### src/rtl/shift_ring_counter.sv
// Ring / Johnson shift counter with load, direction, wrap pulse and
// illegal-state detection with optional reseeding.
module shift_ring_counter #(
  parameter int WIDTH       = 4,
  parameter bit AUTOCORRECT = 1'b1
) (
  input  logic             clk,
  input  logic             rst,
  input  logic             en,
  input  logic             dir,
  input  logic             mode,
  input  logic             load,
  input  logic [WIDTH-1:0] load_val,
  output logic [WIDTH-1:0] q,
  output logic             wrap,
  output logic             err
);

  localparam logic [WIDTH-1:0] RING_SEED =
    {1'b1, {(WIDTH-1){1'b0}}};
  localparam logic [WIDTH-1:0] JOHN_SEED = '0;

  logic             mode_q;
  logic             mode_next;
  logic [WIDTH-1:0] q_next;
  logic             wrap_next;
  logic [WIDTH-1:0] seed;
  logic [WIDTH-1:0] shifted;
  logic [WIDTH-2:0] edges;
  logic             fb;
  logic             legal;

  assign seed  = mode ? JOHN_SEED : RING_SEED;

  // Adjacent-bit transitions; a Johnson state has at most one.
  assign edges = q[WIDTH-2:0] ^ q[WIDTH-1:1];

  always_comb begin
    legal = 1'b0;
    if (mode) begin
      legal = ($countones(edges) <= 1);
    end else begin
      legal = ($countones(q) == 1);
    end
  end

  assign err = ~legal;

  always_comb begin
    fb      = 1'b0;
    shifted = q;
    if (dir) begin
      fb      = q[0] ^ mode;
      shifted = {fb, q[WIDTH-1:1]};
    end else begin
      fb      = q[WIDTH-1] ^ mode;
      shifted = {q[WIDTH-2:0], fb};
    end
  end

  always_comb begin
    q_next    = q;
    wrap_next = 1'b0;
    mode_next = mode_q;
    if (rst || (mode != mode_q)) begin
      q_next    = seed;
      mode_next = mode;
    end else if (load) begin
      q_next = load_val;
    end else if (AUTOCORRECT && !legal) begin
      q_next = seed;
    end else if (en) begin
      q_next    = shifted;
      wrap_next = (shifted == seed);
    end
  end

  always_ff @(posedge clk) begin
    q      <= q_next;
    wrap   <= wrap_next;
    mode_q <= mode_next;
  end

endmodule

### config.mk
export PLATFORM = sky130hd
export DESIGN_NAME = shift_ring_counter
export DESIGN_NICKNAME = d
export VERILOG_FILES = /design/src/rtl/shift_ring_counter.sv
export SDC_FILE = /design/constraint.sdc
export NUM_CORES = 1
export LEC_CHECK = 0
export CORE_AREA = 2 2 39 41
export DETAILED_ROUTE_END_ITERATION = 7
export DIE_AREA = 0 0 41 43
export PLACE_DENSITY_LB_ADDON = 0.12
export REMOVE_ABC_BUFFERS = 1
export SLEW_MARGIN = 5
export SYNTH_ARGS = -nofsm -noshare
export SYNTH_HDL_FRONTEND = slang
export SYNTH_SLANG_ARGS = --single-unit
### constraint.sdc
create_clock -name clk -period 3.4 [get_ports clk]
set_input_delay 0.34 -clock clk [delete_from_list [all_inputs] [get_ports clk]]
set_output_delay 0.34 -clock clk [all_outputs]
set_load 0.05 [all_outputs]
==> qor.log <==
qor: run_status.status completed
qor: critical_path.critical_path_peak_fanout 6
qor: yosys.mapped_cell_area 540.5 sq um
qor: critical_path.worstPathRequired 3060 ps
qor: clock_network.clk-insertion-delay-late 240 ps
qor: routing.drt_first_pass_iters 3
qor: layout.layout.core_utilization 52.71%
qor: clock_network.clkSinkCount 6
qor: clock_network.cts.repair_timing.setup_buffer_count 0
qor: sta.share_of_the_clock_period_used_by_the_worst_path 87.02%
qor: placement.io_buffers 15
qor: worst_hold_path.worst_hold_path_type input pin to register
qor: grt.grt_start_max_net_pins 10
qor: clock_network.tritoncts built
qor: critical_path.worst_ep_arrival_time 2620 ps
qor: clock_network.post_cts.resized_instances 0
qor: layout.post_layout_net_count 95
qor: sta.final-setup-viol-count 0
qor: sta.max_slew_margin 67.19%
qor: layout.postLayoutCellArea 729.5 sq um
qor: placement.gpl.final_weighted_congestion 0.7525
qor: routing.route.final.wire_length 1.170 mm
qor: clock_network.clock_buffer_count_from_cts 3
qor: floorplanning.chipHeight 43 microns
qor: placement.place_hpwl 953.4 microns
qor: floorplanning.die-width 41 microns
qor: placement.dp.cells 91
qor: floorplanning.core.rowCount 14
qor: yosys.synth_sequential_area_ratio 31.48%
qor: critical_path.worst_path_largest_cell_delay 480 ps
qor: grt.global_route.overflow_total 0
qor: routing.detail_route.drc_violations 0
qor: yosys.syn_avg_cell_area 8.861 sq um
qor: run.cap_violations 0
qor: floorplanning.core_area 1384 sq um
qor: power.power.density_cell_area 418.3 nW/um^2
qor: yosys.postSynthCellCount 61
qor: layout.mostFrequentLayoutCell sky130_fd_sc_hd__clkdlybuf4s50_1
qor: layout.area_delta_synth_final 34.95%
qor: critical_path.worstSetupStartpointType register
qor: floorplanning.initial_core_util 39.06%
qor: grt.grt_pass1_wl 1.842 mm
qor: clock_network.path_clk_slew 50 ps
qor: routing.drt_iter0_drc 6
qor: critical_path.worstSetupEndpointType primary output
qor: layout.post_route_cells_drive_above_1_share 11.39%
qor: layout.fin_cells 95
qor: routing.ant_nets 0
qor: critical_path.cp_cell_sequence inv_1 -> fa_1 -> inv_1 -> ha_1 -> ha_1 -> or3b_1 -> nor2_1 -> nor2_2 -> buf_4
qor: grt.vias_in_the_first_global_route 436
qor: sta.max_clock_freq 338.0 MHz
qor: sta.clock_skew 5.578 ps
qor: routing.detail_route.vias_per_cell 5.105
qor: floorplanning.pin_count 16
qor: yosys.synth-warning-count 0
qor: placement.placed_cell_area 703.2 sq um
qor: critical_path.critical-path-slowest-cell sky130_fd_sc_hd__fa_1
qor: critical_path.rr_worst_depth 9
qor: sta.worstMarginPinSlew 490.6 ps
qor: power.p_leak 0.3164 nW
qor: grt.grt_resource_usage_total 15.35%
qor: clock_network.cts_htree_levels 1
qor: yosys.netlist-cell-type-count 26
qor: sta.finalSetupTns 0 ps
qor: grt.grt_antenna_before_repair 0
qor: worst_hold_path.hold-path-cell-count 3
qor: clock_network.cts-root-buf sky130_fd_sc_hd__clkbuf_4
qor: routing.num_vias 485
qor: sta.grt_setup_unrepaired no
qor: sta.timing.final.crit_period 2959 ps
qor: layout.mostFrequentLayoutCells sky130_fd_sc_hd__clkdlybuf4s50_1 (14), sky130_fd_sc_hd__inv_1 (7), sky130_fd_sc_hd__nor2_1 (5), sky130_fd_sc_hd__a21oi_1 (5), sky130_fd_sc_hd__edfxtp_1 (5)
qor: layout.n_antenna_cell 0
qor: routing.detail_route.wl_per_cell 12.32 microns
qor: yosys.postSynthRegisterBits 6
qor: floorplanning.die_area 1763 sq um
qor: critical_path.setup.worst_path.class register to primary output
qor: power.max-vdd-ir-drop 353.7 uV
qor: clock_network.cts.hold.buffers_added 0
qor: sta.final_number_of_hold_violating_endpoints 0
qor: sta.drv_slew 0
qor: clock_network.clock_path_buffers 2
==> power by group <==
group          switching, mW  internal, mW  leakage [nW]
registers            0.00853        0.0878        0.0643
clock network         0.0253        0.0444        0.0150
logic                 0.0832        0.0559         0.237
==> worst paths after layout <==
kind	start	endpoint	slack [ps]
setup / recovery	q[3]	err	440
hold / removal	en	wrap	660
hold reg to reg	q[1]	wrap	770
setup reg to reg	q[3]	q[0]	510
==> cells by family after synthesis <==
family / after synthesis / synth area share [%]
and+or+nand+nor: 19 / 17.83
AOI/OAI and AO/OA: 12 / 13.89
buffers and inverters: 10 / 8.564
xor gates and xnor gates: 6 / 9.722
DFF: 6 / 31.48
adders and majority gates: 5 / 12.96
muxes: 3 / 5.556
==> per-stage QoR <==
stage	total power, mW	hold WS (ps)	worst slack [ps]
floorplan	0.1883	438.9	130.7
global placement	0.2355	764.5	534.9
detailed placement	0.2377	766.9	506.2
CTS	0.3102	653.6	421.5
global route	0.3288	669.6	234.6
finish	0.3051	659.8	441.4
==> Yosys cell counts <==
cell type | instances | area share, %
sky130_fd_sc_hd__nor2_1 | 5 | 3.5
sky130_fd_sc_hd__nor4_1 | 2 | 2.3
sky130_fd_sc_hd__o21ai_0 | 3 | 2.8
sky130_fd_sc_hd__clkbuf_1 | 1 | 0.69
sky130_fd_sc_hd__a211oi_1 | 1 | 1.4
sky130_fd_sc_hd__nor3_1 | 2 | 1.9
sky130_fd_sc_hd__mux2i_1 | 3 | 5.6
sky130_fd_sc_hd__xnor2_1 | 2 | 3.2
sky130_fd_sc_hd__nand2_1 | 4 | 2.8
sky130_fd_sc_hd__edfxtp_1 | 5 | 28
sky130_fd_sc_hd__nor2_2 | 1 | 1.2
sky130_fd_sc_hd__xor2_1 | 4 | 6.5
sky130_fd_sc_hd__ha_1 | 4 | 9.3
sky130_fd_sc_hd__a211oi_2 | 1 | 2.3
sky130_fd_sc_hd__fa_1 | 1 | 3.7
sky130_fd_sc_hd__o32ai_1 | 1 | 1.6
sky130_fd_sc_hd__inv_1 | 7 | 4.9
sky130_fd_sc_hd__nor2b_1 | 1 | 1.2
sky130_fd_sc_hd__buf_2 | 1 | 0.93
sky130_fd_sc_hd__or3b_1 | 1 | 1.6
sky130_fd_sc_hd__a21oi_1 | 5 | 4.6
sky130_fd_sc_hd__dfxtp_1 | 1 | 3.7
sky130_fd_sc_hd__a31oi_1 | 1 | 1.2
sky130_fd_sc_hd__buf_6 | 1 | 2.1
sky130_fd_sc_hd__or3_1 | 2 | 2.3
sky130_fd_sc_hd__or2_2 | 1 | 1.2
==> metal layers <==
layer / up-vias / GRT usage (%) / routed length, microns
li1: 247 / - / -
met1: 221 / 20.74 / 513
met2: 15 / 24.06 / 591
met3: 2 / 1.571 / 46
met4: 0 / 6.000 / 19
met5: - / 0 / 0
==> critical path, delay by kind of cell, from the launching register on <==
kind,cells,cell delay (ps)
flip-flops,1,460
adder cells (fa/ha/maj),3,910
AND/OR/NAND/NOR,3,680
buffers and inverters,3,320
==> registers in the layout, indices dropped and copies added, names as in the netlist <==
name	flops
mode_q	1
wrap	1
q	4
==> cell type report <==
cell class | instances | area, sq um
fillers | 147 | 654.4
well taps | 16 | 20.02
flip-flops and latches | 6 | 170.2
inverters | 7 | 26.28
clock buffers | 4 | 26.28
repair buffers | 17 | 162.7
multi-input cells | 45 | 324.1
(Power assumes the default switching activity.)
